--- src/rtl/exc_unit.sv ---
// Exception arbiter / commit stage: prioritises memory-stage exceptions, updates cp0, flushes and redirects fetch.
// Define EXC_TLB_EN to enable the TLB exception classes, EntryHi update and refill-vector selection.
module exc_unit #(
  parameter logic [31:0] EXC_VECTOR    = 32'hBFC0_0380,
  parameter logic [31:0] REFILL_VECTOR = 32'hBFC0_0200,
  parameter int unsigned FLUSH_CYCLES  = 2
) (
  input  logic        clk,
  input  logic        rst,
  input  logic        m_valid,
  input  logic [31:0] m_pc,
  input  logic        m_bd,
  input  logic [31:0] m_mem_addr,
  input  logic        m_if_adel,
  input  logic        m_ri,
  input  logic        m_ov,
  input  logic        m_syscall,
  input  logic        m_break,
  input  logic        m_d_adel,
  input  logic        m_d_ades,
  input  logic        m_if_tlbl,
  input  logic        m_d_tlbl,
  input  logic        m_d_tlbs,
  input  logic        m_d_mod,
  input  logic        m_tlb_refill,
  input  logic        m_eret,
  input  logic        cp0_has_int,
  input  logic        cp0_status_exl,
  input  logic        cp0_cause_bd,
  input  logic [31:0] cp0_epc,
  output logic        w_cp0_update_ena,
  output logic [4:0]  w_cp0_exccode,
  output logic        w_cp0_bd,
  output logic        w_cp0_exl,
  output logic [31:0] w_cp0_epc,
  output logic        w_cp0_badvaddr_ena,
  output logic [31:0] w_cp0_badvaddr,
  output logic        w_cp0_entryhi_ena,
  output logic [31:0] w_cp0_entryhi,
  output logic        cp0_cls_exl,
  output logic        flush,
  output logic        redirect_valid,
  output logic [31:0] redirect_pc
);

  typedef enum logic {ST_IDLE, ST_FLUSH} state_t;

  localparam logic [3:0] LP_CNT_LOAD = 4'(FLUSH_CYCLES - 1);

  state_t      r_state, w_state_nxt;
  logic [3:0]  r_cnt, w_cnt_nxt;

  logic        w_if_tlbl, w_d_tlbl, w_d_tlbs, w_d_mod, w_refill;
  logic        w_exc, w_bva_ena, w_tlb, w_tlbls;
  logic [4:0]  w_code;
  logic [31:0] w_bva;
  logic        w_take, w_eret;
  logic [31:0] w_redir_pc;

`ifdef EXC_TLB_EN
  assign w_if_tlbl = m_if_tlbl;
  assign w_d_tlbl  = m_d_tlbl;
  assign w_d_tlbs  = m_d_tlbs;
  assign w_d_mod   = m_d_mod;
  assign w_refill  = m_tlb_refill;
`else
  logic w_unused_tlb;
  assign w_unused_tlb = ^{m_if_tlbl, m_d_tlbl, m_d_tlbs, m_d_mod, m_tlb_refill};
  assign w_if_tlbl = 1'b0;
  assign w_d_tlbl  = 1'b0;
  assign w_d_tlbs  = 1'b0;
  assign w_d_mod   = 1'b0;
  assign w_refill  = 1'b0;
`endif

  // MIPS priority: first matching cause wins; w_tlbls marks TLBL/TLBS for refill selection.
  always_comb begin
    w_exc     = 1'b1;
    w_code    = 5'd0;
    w_bva_ena = 1'b0;
    w_bva     = m_pc;
    w_tlb     = 1'b0;
    w_tlbls   = 1'b0;
    if (cp0_has_int)    w_code = 5'd0;
    else if (m_if_adel) begin w_code = 5'd4; w_bva_ena = 1'b1; end
    else if (w_if_tlbl) begin w_code = 5'd2; w_bva_ena = 1'b1; w_tlb = 1'b1; w_tlbls = 1'b1; end
    else if (m_ri)      w_code = 5'd10;
    else if (m_syscall) w_code = 5'd8;
    else if (m_break)   w_code = 5'd9;
    else if (m_ov)      w_code = 5'd12;
    else if (m_d_adel)  begin w_code = 5'd4; w_bva_ena = 1'b1; w_bva = m_mem_addr; end
    else if (m_d_ades)  begin w_code = 5'd5; w_bva_ena = 1'b1; w_bva = m_mem_addr; end
    else if (w_d_tlbl)  begin w_code = 5'd2; w_bva_ena = 1'b1; w_bva = m_mem_addr; w_tlb = 1'b1; w_tlbls = 1'b1; end
    else if (w_d_tlbs)  begin w_code = 5'd3; w_bva_ena = 1'b1; w_bva = m_mem_addr; w_tlb = 1'b1; w_tlbls = 1'b1; end
    else if (w_d_mod)   begin w_code = 5'd1; w_bva_ena = 1'b1; w_bva = m_mem_addr; w_tlb = 1'b1; end
    else                w_exc = 1'b0;
  end

  assign w_take = (r_state == ST_IDLE) && m_valid && w_exc;
  assign w_eret = (r_state == ST_IDLE) && m_valid && !w_exc && m_eret;

  always_comb begin
    w_redir_pc = cp0_epc;
    if (w_take)
      w_redir_pc = (w_tlbls && w_refill && !cp0_status_exl) ? REFILL_VECTOR : EXC_VECTOR;
  end

  // The last flush cycle overlaps the first IDLE cycle, so events are accepted at N+FLUSH_CYCLES.
  always_comb begin
    w_state_nxt = r_state;
    w_cnt_nxt   = r_cnt;
    case (r_state)
      ST_IDLE: begin
        if (w_take || w_eret) begin
          w_cnt_nxt   = LP_CNT_LOAD;
          w_state_nxt = (LP_CNT_LOAD == 4'd0) ? ST_IDLE : ST_FLUSH;
        end
      end
      ST_FLUSH: begin
        w_cnt_nxt = (r_cnt == 4'd0) ? 4'd0 : r_cnt - 4'd1;
        if (r_cnt <= 4'd1) w_state_nxt = ST_IDLE;
      end
      default: w_state_nxt = ST_IDLE;
    endcase
  end

  always_ff @(posedge clk or negedge rst) begin
    if (!rst) begin
      r_state <= ST_IDLE;
      r_cnt   <= 4'd0;
    end else begin
      r_state <= w_state_nxt;
      r_cnt   <= w_cnt_nxt;
    end
  end

  always_ff @(posedge clk or negedge rst) begin
    if (!rst) begin
      w_cp0_update_ena   <= 1'b0;
      w_cp0_exccode      <= 5'd0;
      w_cp0_bd           <= 1'b0;
      w_cp0_exl          <= 1'b0;
      w_cp0_epc          <= 32'd0;
      w_cp0_badvaddr_ena <= 1'b0;
      w_cp0_badvaddr     <= 32'd0;
      cp0_cls_exl        <= 1'b0;
      flush              <= 1'b0;
      redirect_valid     <= 1'b0;
      redirect_pc        <= 32'd0;
    end else begin
      w_cp0_update_ena   <= w_take;
      w_cp0_badvaddr_ena <= w_take && w_bva_ena;
      cp0_cls_exl        <= w_eret;
      redirect_valid     <= w_take || w_eret;
      flush              <= w_take || w_eret || (r_state == ST_FLUSH);
      if (w_take) begin
        w_cp0_exccode <= w_code;
        w_cp0_exl     <= 1'b1;
        // A nested exception (EXL already set) must not clobber the original EPC/BD.
        if (cp0_status_exl) begin
          w_cp0_epc <= cp0_epc;
          w_cp0_bd  <= cp0_cause_bd;
        end else begin
          w_cp0_epc <= m_bd ? (m_pc - 32'd4) : m_pc;
          w_cp0_bd  <= m_bd;
        end
      end
      if (w_take && w_bva_ena) w_cp0_badvaddr <= w_bva;
      if (w_take || w_eret)    redirect_pc    <= w_redir_pc;
    end
  end

`ifdef EXC_TLB_EN
  always_ff @(posedge clk or negedge rst) begin
    if (!rst) begin
      w_cp0_entryhi_ena <= 1'b0;
      w_cp0_entryhi     <= 32'd0;
    end else begin
      w_cp0_entryhi_ena <= w_take && w_tlb;
      if (w_take && w_tlb) w_cp0_entryhi <= w_bva;
    end
  end
`else
  logic w_unused_tlbcls;
  assign w_unused_tlbcls   = w_tlb;
  assign w_cp0_entryhi_ena = 1'b0;
  assign w_cp0_entryhi     = 32'd0;
`endif

endmodule

--- config.mk ---
export PLATFORM = sky130hd
export DESIGN_NAME = exc_unit
export DESIGN_NICKNAME = d
export VERILOG_FILES = /design/src/rtl/exc_unit.sv
export SDC_FILE = /design/constraint.sdc
export NUM_CORES = 1
export LEC_CHECK = 0
export CAP_MARGIN = 10
export CORE_AREA = 2 2 131 133
export CTS_BUF_LIST = sky130_fd_sc_hd__clkbuf_8
export CTS_CLUSTER_DIAMETER = 100
export DETAILED_ROUTE_END_ITERATION = 7
export DIE_AREA = 0 0 133 135
export GPL_TIMING_DRIVEN = 1
export PLACE_DENSITY_LB_ADDON = 0.15
export SETUP_SLACK_MARGIN = 0.4
export SYNTH_ARGS = -nofsm -noshare
export SYNTH_HDL_FRONTEND = slang
export SYNTH_SLANG_ARGS = --single-unit
--- constraint.sdc ---
create_clock -name clk -period 3.54 [get_ports clk]
set_input_delay 0.708 -clock clk [delete_from_list [all_inputs] [get_ports clk]]
set_output_delay 0.708 -clock clk [all_outputs]
set_load 0.01 [all_outputs]
* Yosys cells after proc, flatten, opt, wreduce, memory -nomap -nowiden
Cells that the tools add are included.
** Storage, ports and cells
- Logic and storage cells :: 67
- Register bits :: 113
- Input port bits :: 116
- Output and inout port bits :: 141
** Operators by class
- Eq/ne operators :: 1
- Bitwise logic cells :: 1
- Order comparisons :: 1
- Reduce and logical (&&, ||, !) cells :: 9
- Multiplexer cells :: 40
- Add/subtract/negate cells :: 2
** Operators with widths (number)
- 32-bit two-way mux :: 11
- 32-bit by 3-bit subtractor with 32-bit output (second input constant) :: 1
- 5-bit two-way mux :: 4
- 1-bit two-way mux :: 17
- 4-bit two-way mux :: 4
- 4-bit case mux with 2 select lines :: 1
- 3-bit two-way mux :: 2
- 1-bit logical AND :: 5
- 4-bit by 1-bit <= comparator with 1-bit output (second input constant) :: 1
- 4-bit zero test :: 1
- 4-bit by 1-bit subtractor with 4-bit output (second input constant) :: 1
- 1-bit logical OR :: 2
- 2-bit by 1-bit inequality test with 1-bit output (second input constant) :: 1
- 1-bit case mux with 2 select lines :: 1
- 1-bit zero test :: 1
- 1-bit NOT :: 1

* Logic depth before layout (Yosys ltp)
Gate-level depths: netlist (run 1).
- Word-level depth :: 14
- Depth in mapped cells :: 8
- Mapped depth without buffers :: 7

* Least setup slack after synthesis (run 1)
OpenSTA, ideal clock, no wires.
- Kind :: input -> register
- Start :: input m_pc[8]
- End :: register w_cp0_epc[27]
- Arrival time :: 2.269 ns
- Buffers on the path :: 1
- Data required time :: 3.402 ns
- Path slack :: 1.133 ns
- Library setup time :: 0.138 ns
- Cell stages on the path :: 6
- Path through :: or4_4 -> buf_6 -> or4_4 -> nor3_2 -> xnor2_1 -> o22ai_2
** Between the ends
- Longest elaborated chain between the ends :: 3
** Ends and longest elaborated chain
- start: declaration :: line 11 : input logic [31:0] m_pc,
- 32-bit by 3-bit subtractor with 32-bit output :: line 164 : w_cp0_epc <= m_bd ? (m_pc - 32'd4) : m_pc;
- 32-bit two-way mux :: line 164
- 32-bit two-way mux :: line 160 : if (cp0_status_exl) begin
- end signal: assignment :: line 161 : w_cp0_epc <= cp0_epc;
- end signal: assignment :: line 164
- end: declaration :: line 35 : output logic [31:0] w_cp0_epc,
Every way passes these cells.
A chain may end at the register's enable or synchronous reset.

* Final worst setup path (run 1)
- Start :: input m_pc[2]
- End :: register w_cp0_epc[24]
Same word-level chain as after synthesis.

==> impl_metrics.ini, run 1 <==
[power]
power.total_mw = 4.75
ir_drop_uv = 286
power.leakage_nw = 3.50
power.density_nw_per_um2 = 581

[yosys]
yosys.cell_types.count = 53
syn_avg_cell_area_sq_um = 9.47
ys_warn_count = 0
ys.flop_type = dfrtp_1
async_reset_ff_share_pct = 100
ys_seq_area_share_pct = 49.4
synth_edf_count = 0
synthCells = 600
ys_ff_latch = 112
synth_area_sq_um = 5680

[cells_and_area]
n_fill_cell = 1525
final_nets = 922
final_common_cell = clkdlybuf4s50_1
fin_util_pct = 49.8
n_antenna_cell = 0
layout-drive-gt1-share_pct = 6.17
syn_to_final_growth_pct = 44.0
fin_area_sq_um = 8180
final_cell_mix = clkdlybuf4s50_1 (216), dfrtp_1 (112), a21oi_1 (78)
final-instance-count-excl-fill = 1030

[timing]
tightest_slew_ns = 0.695
finalSetupViolCount = 0
fmax_mhz = 358
slew-limit-headroom_pct = 53.7
fin_setup_tns_ns = 0
finClkSkew_ns = 0.0125
holdWs_ns = 0.355
hold_viol = 0
period_minus_slack_ns = 2.80
rsz0062_at_grt = no
setup_ws_ns = 0.743
drv_slew = 0
min_period_over_period_pct = 79.0

[cts]
tritoncts = built
clock_latency_ns = 0.39
cts_buffers = 9
ctsResizeCount = 0
root_buffer = clkbuf_8
cts_buffer_depth = 2
ctsHoldBuffers = 0
cts-htree-levels = 3
clk_pin_slew_worst_paths_ns = 0.10
clock_sink_count = 112
post_cts_buffers = 0

[placed_design]
placed_cell_area_sq_um = 7960
numPortBuffers = 217
place_congestion = 0.870
dp_cells = 1014
dpl_worst_slack_ns = 0.335
hpwl_um = 13600

[die]
dieWidth_um = 133
num_io_pins = 257
start_util_pct = 34.6
design.core.area_sq_um = 16400
die_area_sq_um = 18000
rows = 47
die_h_um = 135

[global_route]
antenna_found_initial = 0
grt_max_degree = 66
grt_pass1_wl_um = 27800
grt_pass1_vias = 4913
grt_overflow_total = 0
track_usage_pct = 19.8

[routing]
avgRoutedWirePerCell_um = 17.2
via_count = 5000
first_pass_iters = 7
viasPerCell = 4.85
ant_nets = 0
wl_um = 17700
drt-initial-drc-count = 197
drc_errors = 0

[worst_setup_path]
cp_data_arrival_time_ns = 3.06
start_kind = input port
end_kind = flip-flop
path_class = in -> reg
path_max_fanout = 9
crit_required_ns = 3.80

[min_path]
hp-class = in -> async

[job]
drv_cap = 0

[status]
outcome = finished clean
==> metal layers <==
layer | GRT usage, % | vias up | routed length, um
met5 | 0 | - | 0
met2 | 31.3 | 153 | 8230
met3 | 3.27 | 17 | 921
met1 | 27.5 | 2408 | 8250
li1 | - | 2422 | -
met4 | 7.29 | 0 | 344
==> power breakdown <==
part / leakage [nW] / internal (mW) / total (mW) / switching (mW)
logic: 2.07 / 1.05 / 1.96 / 0.909
registers: 1.32 / 1.69 / 1.93 / 0.243
clock network: 0.111 / 0.400 / 0.857 / 0.457
total: 3.50 / 3.14 / 4.75 / 1.61
==> state kept, by name, indices dropped and copies added (netlist names) <==
signal              count
w_cp0_epc              32
cp0_cls_exl             1
w_cp0_exccode           4
w_cp0_badvaddr         32
w_cp0_bd                1
w_cp0_update_ena        1
w_cp0_badvaddr_ena      1
flush                   1
r_cnt                   4
redirect_valid          1
r_state                 1
w_cp0_exl               1
redirect_pc            32
==> cell families after synthesis <==
logic type | count (synthesis) | synth area share [%]
AOI/OAI and AO/OA | 147 | 14.9
xor gates and xnor gates | 24 | 3.70
adders and majority gates | 1 | 0.220
buffers and inverters | 77 | 7.58
DFF | 112 | 49.4
muxes | 38 | 6.70
other | 1 | 0.0660
and+or+nand+nor | 200 | 17.5
==> cell type report <==
type                       instances  area (sq um)  area share [%]
clock inverter                     7          93.8            1.15
timing repair buffer             231          2270            27.8
inverter                           7          26.3           0.321
sequential                       112          2800            34.3
tap                              220           275            3.37
multi-input combinational        444          2580            31.6
clock buffer                       9           124            1.51
==> cells in the mapped netlist, types with 2 or more instances <==
cell type  number  area [sq um]
buf_1           5          18.8
xor2_1         15           131
and3_1          6          37.5
buf_2           2          10.0
dfrtp_1       112          2800
nand2_1        66           248
o21ai_1        20           100
clkbuf_1       27           101
o22ai_2         3          37.5
or4_4           2          22.5
inv_1           4          15.0
a21oi_1        78           390
a31o_1          2          17.5
or4_1           4          30.0
nand3_1         9          45.0
a21o_1          2          15.0
nor4_2          2          25.0
xnor2_1         9          78.8
nor4_4          2          42.5
mux2i_1        38           380
nand2b_1        4          25.0
o22ai_1         4          25.0
nor2b_1         2          12.5
or3_1           4          25.0
nor4_1          5          31.3
o22a_1          9          78.8
nor2_1         64           240
nor3_1         11          55.1
a22o_1          4          35.0
buf_4          35           263
nand4_1         7          43.8
inv_2           3          11.3
o21ai_0        18          90.1
or2_2           3          18.8
==> worst max-delay path, cell delays in order <==
cell,delay [ns]
clkdlybuf4s50_1,0.48
inv_1,0.09
ha_1,0.19
or4bb_1,0.53
nor4_4,0.48
nor3b_2,0.28
xnor2_1,0.19
o22ai_2,0.11
==> path summary, 6_finish.rpt <==
kind                           start                  to  slack [ns]  cells after the start
min reg2reg                w_cp0_exl           w_cp0_exl        0.48                      1
max                          m_pc[2]       w_cp0_epc[24]        0.74                      8
max reg2reg                  r_state       w_cp0_epc[13]        1.47                      6
min in group clk           w_cp0_exl           w_cp0_exl        0.48                      1
max in group asynchronous        rst       w_cp0_epc[25]        2.38                      2
min                              rst  w_cp0_badvaddr[26]        0.36                      1
Note: power is estimated with default switching activity, not from simulation.
==> inputs of run 2 (changes only) <==
clock period = 2.67 ns   (was 3.54 ns; I/O delays follow)
==> run 2 against run 1 <==
Effect of this change:
- cell area is 5.3% higher
- clock power is 18% higher
- global-route usage increased by 0.49 points
- critical path type unchanged
==> impl_metrics.ini, run 2 (synthesis results as in run 1) <==
[routing]
top_layer = met4
wl_met2_um = 8710
viasPerCell = 4.79
wl_um = 18400
wl_met1_um = 8380
drt-initial-drc-count = 196
wl_met3_um = 907
first_pass_iters = 5
avgRoutedWirePerCell_um = 17.1
ant_nets = 0
drc_errors = 0
via_count = 5140

[placed_design]
dpl_worst_slack_ns = -0.123
hpwl_um = 14200
numPortBuffers = 217
place_congestion = 0.841

[timing]
slew-limit-headroom_pct = 56.3
fmax_mhz = 449
rsz0062_at_grt = no
min_period_over_period_pct = 83.4
finalSetupViolCount = 0
drv_slew = 0
setup_ws_ns = 0.442
period_minus_slack_ns = 2.23
hold_viol = 0
tightest_slew_ns = 0.655
finClkSkew_ns = 0.0112

[global_route]
grt_max_degree = 66
grt_pass1_wl_um = 28500
track_usage_pct = 20.3
antenna_found_initial = 1
grt_overflow_total = 0
grt_pass1_vias = 5119

[worst_setup_path]
path_class = in -> reg
crit_required_ns = 2.94
cp_data_arrival_time_ns = 2.50
end_kind = flip-flop
start_kind = input port
path_max_fanout = 4

[die]
die_area_sq_um = 18000
start_util_pct = 34.6
num_io_pins = 257
rows = 47
die_h_um = 135
design.core.area_sq_um = 16400
dieWidth_um = 133

[cells_and_area]
fin_util_pct = 52.5
final_common_cell = clkdlybuf4s50_1
final_cell_mix = clkdlybuf4s50_1 (208), dfrtp_1 (112), a21oi_1 (74)
largest_registers = redirect_pc: 32 flops, w_cp0_badvaddr: 32 flops, w_cp0_epc: 32 flops
syn_to_final_growth_pct = 51.6
final_nets = 965
layout-drive-gt1-share_pct = 12.4

[cts]
ctsHoldBuffers = 0
clock_sink_count = 112
root_buffer = clkbuf_8
clk_pin_slew_worst_paths_ns = 0.11
clock_latency_ns = 0.38
cts-htree-levels = 3
cts_buffers = 9
cts_buffer_depth = 2
tritoncts = built

[min_path]
hp-class = in -> async

[power]
ir_drop_uv = 318
power.total_mw = 6.24
power.density_nw_per_um2 = 724
power.leakage_nw = 3.81

[status]
outcome = finished clean

[job]
drv_cap = 0
==> run 2: cell count changes in the layout (fill, tap and decap cells not counted), moves of 3 or more <==
cell and change:
a21oi_1 -4, a21oi_2 +4, buf_12 +4, buf_4 +37, clkbuf_8 +3, clkdlybuf4s50_1 -8, dlymetal6s2s_1 +5
==> run 2: where the power goes <==
group	leakage (nW)	internal (mW)	switching [mW]	total [mW]
sequential	1.32	2.24	0.323	2.56
combinational	2.39	1.45	1.22	2.66
clock	0.102	0.418	0.596	1.01
==> run 2: final cells by class <==
| cell class | instances | area (sq um) |
|---|---|---|
| fillers | 1520 | 7790 |
| flip-flops and latches | 112 | 2800 |
| repair buffers | 274 | 2660 |
| multi-input cells | 444 | 2650 |
| well taps | 220 | 275 |
| clock buffers | 12 | 165 |
| clock inverters | 4 | 27.5 |
| inverters | 7 | 26.3 |
| diodes | 1 | 2.50 |
==> run 2: metrics by stage <==
step	hold WS, ns	TNS [ns]	area, sq um	cells
floorplan	0.238	0	5800	633
global placement	0.461	-0.267	8320	1056
detailed placement	0.469	-0.561	8320	1056
CTS	0.184	0	8560	1073
global route	0.209	0	8610	1074
finish	0.165	0	8610	1074
==> run 2: final timing paths <==
| path | start | endpoint | slack (ns) | cells after the start |
|---|---|---|---|---|
| worst max-delay path | m_bd | w_cp0_epc[27] | 0.44 | 6 |
| worst min-delay path | rst | w_cp0_badvaddr[29] | 0.17 | 1 |
| worst max register to register | r_state | w_cp0_epc[11] | 0.86 | 6 |
| worst min register to register | w_cp0_exccode[1] | w_cp0_exccode[1] | 0.49 | 2 |
| max in group asynchronous | rst | redirect_pc[17] | 1.76 | 2 |
| min in group clk | w_cp0_exccode[1] | w_cp0_exccode[1] | 0.49 | 2 |
==> run 2: timing repair <==
item,in CTS,in global routing
cloned,1,0
buffers inserted,0,0
resized for setup,14,12
pin swaps,6,8
endpoints found under the setup margin,12,15
==> run 2: worst max-delay path, cell delays in order <==
cell and delay [ns]:
clkdlybuf4s50_1 0.50, or4b_4 0.52, or4_4 0.55, nor3_4 0.16
xnor2_2 0.13, o22ai_2 0.09
==> run 2: metal layers <==
metal | GRT usage (%) | vias up
met4 | 7.89 | 0
li1 | - | 2510
met1 | 27.5 | 2433
met3 | 3.38 | 23
met2 | 32.7 | 174
met5 | 0 | -
==> inputs of run 3 (changes only) <==
clock period = 2.2 ns   (was 2.67 ns; I/O delays follow)
==> run 3 against run 2 <==
Effect of this change:
- global-route usage up 1.4 points
- utilization up 3.1 points
- power up 24%
- cell area up 5.9%
- non-clock buffer count up 27
- critical endpoint unchanged
==> impl_metrics.ini, run 3 (synthesis results as in run 1) <==
[worst_setup_path]
path_class = in -> reg
worstSetupStartpoint = m_pc[5]
end_kind = flip-flop
cp_data_arrival_time_ns = 2.11
timing.rr.end = w_cp0_epc[20]
reg2reg_from = r_state
crit_required_ns = 2.47
r2r_slack_ns = 0.59
start_kind = input port
path_max_fanout = 4
cp-endpoint = w_cp0_epc[27]
ff2ff_path_depth = 6

[cts]
root_buffer = clkbuf_8
ctsHoldBuffers = 0
cts-htree-levels = 3
cts_buffers = 9
clock_latency_ns = 0.38
tritoncts = built
clock_sink_count = 112
clk_pin_slew_worst_paths_ns = 0.11
cts_buffer_depth = 2

[die]
num_io_pins = 257
design.core.area_sq_um = 16400
dieWidth_um = 133
start_util_pct = 34.6
die_area_sq_um = 18000
die_h_um = 135
rows = 47

[timing]
slew-limit-headroom_pct = 62.9
period_minus_slack_ns = 1.84
tightest_slew_ns = 0.556
finClkSkew_ns = 0.00925
holdWs_ns = 0.0190
hold_viol = 0
min_period_over_period_pct = 83.4
fmax_mhz = 545
finalSetupViolCount = 0
drv_slew = 0
rsz0062_at_grt = yes

[power]
power.density_nw_per_um2 = 851
swShare_pct = 34.4
p_sw_mw = 2.67
seqPwrFrac_pct = 40.1
power.leakage_nw = 4.27
pwr-share-clk_pct = 17.4
power_frac_comb_pct = 42.6
p_int_mw = 5.08
ir_drop_uv = 553

[routing]
viasPerCell = 4.91
drc_errors = 0
ant_nets = 0
via_count = 5396
avgRoutedWirePerCell_um = 18.0
first_pass_iters = 4
drt-initial-drc-count = 305
wl_um = 19800

[global_route]
grt_overflow_total = 0
antenna_found_initial = 0
grt_max_degree = 39
grt_pass1_wl_um = 30300
grt_pass1_vias = 5550
track_usage_pct = 21.7

[placed_design]
numPortBuffers = 217
place_congestion = 0.817
dp_cells = 1063
hpwl_um = 14500

[min_path]
hp-class = in -> async

[cells_and_area]
final_common_cell = clkdlybuf4s50_1
final-instance-count-excl-fill = 1100
final_nets = 992
layout-drive-gt1-share_pct = 19.0
final_cell_mix = clkdlybuf4s50_1 (159), dfrtp_1 (112), a21oi_1 (72)
n_antenna_cell = 0
n_fill_cell = 1451
syn_to_final_growth_pct = 60.5
largest_registers = redirect_pc: 32 flops, w_cp0_badvaddr: 32 flops, w_cp0_epc: 32 flops

[job]
drv_cap = 0

[status]
outcome = finished clean
==> run 3: layout make-up <==
cell class / count / area [sq um] / share of cell area [%]
Sequential cell: 112 / 2800 / 30.7
Clock buffer: 11 / 151 / 1.66
Multi-Input combinational cell: 444 / 2780 / 30.5
Timing Repair Buffer: 301 / 3010 / 33.0
Tap cell: 220 / 275 / 3.02
Clock inverter: 5 / 61.3 / 0.673
Inverter: 7 / 33.8 / 0.371
==> run 3: timing repair <==
action                     in CTS  in global routing
setup endpoints to repair      85                 82
gates resized for setup        94                 67
pin swaps                      22                 25
cloned                          2                  1
buffers inserted               10                  8
==> run 3: critical path, stage by stage <==
cell	delay (ns)
buf_6	0.09
or4_4	0.58
or4_4	0.59
nor3_4	0.17
xnor2_2	0.14
o22ai_2	0.10
==> run 3: power groups by stage <==
stage | Sequential [mW] | Clock, mW | Combinational [mW]
final | 3.11 | 1.35 | 3.30
after floorplan | 3.40 | 0 | 0.990
after CTS | 3.11 | 1.39 | 3.33
after detailed placement | 3.14 | 0 | 3.30
after global routing | 3.20 | 1.47 | 3.55
after global placement | 3.12 | 0 | 3.25
==> run 3: worst min path at each step <==
stage,startpoint,slack (ns),to
final,rst,0.02,w_cp0_badvaddr[22]
after global placement,w_cp0_exl,0.45,w_cp0_exl
after detailed placement,rst,0.46,w_cp0_badvaddr[22]
after floorplan,rst,0.14,cp0_cls_exl
after global routing,rst,0.04,w_cp0_badvaddr[20]
after CTS,rst,0.03,w_cp0_badvaddr[22]
==> run 3: metal layers <==
metal,GRT usage (%),routed length [um],vias to the layer above
met5,0,0,-
met2,35.6,9450,183
met3,3.98,932,36
met1,28.3,8740,2618
li1,-,-,2559
met4,9.68,629,0
==> run 3: metrics by stage <==
stage | setup TNS [ns] | power [mW] | utilization (%) | setup slack, ns | cell area, sq um
2_1_floorplan | 0 | 4.39 | - | 0.0711 | 5870
3_3_place_gp | -9.37 | 6.37 | 51.5 | -0.425 | 8450
3_5_place_dp | -10.76 | 6.44 | 51.5 | -0.491 | 8450
4_1_cts | 0 | 7.84 | 54.0 | 0.353 | 8860
5_1_grt | 0 | 8.21 | 55.6 | 0.335 | 9120
6_report | 0 | 7.75 | 55.6 | 0.365 | 9120
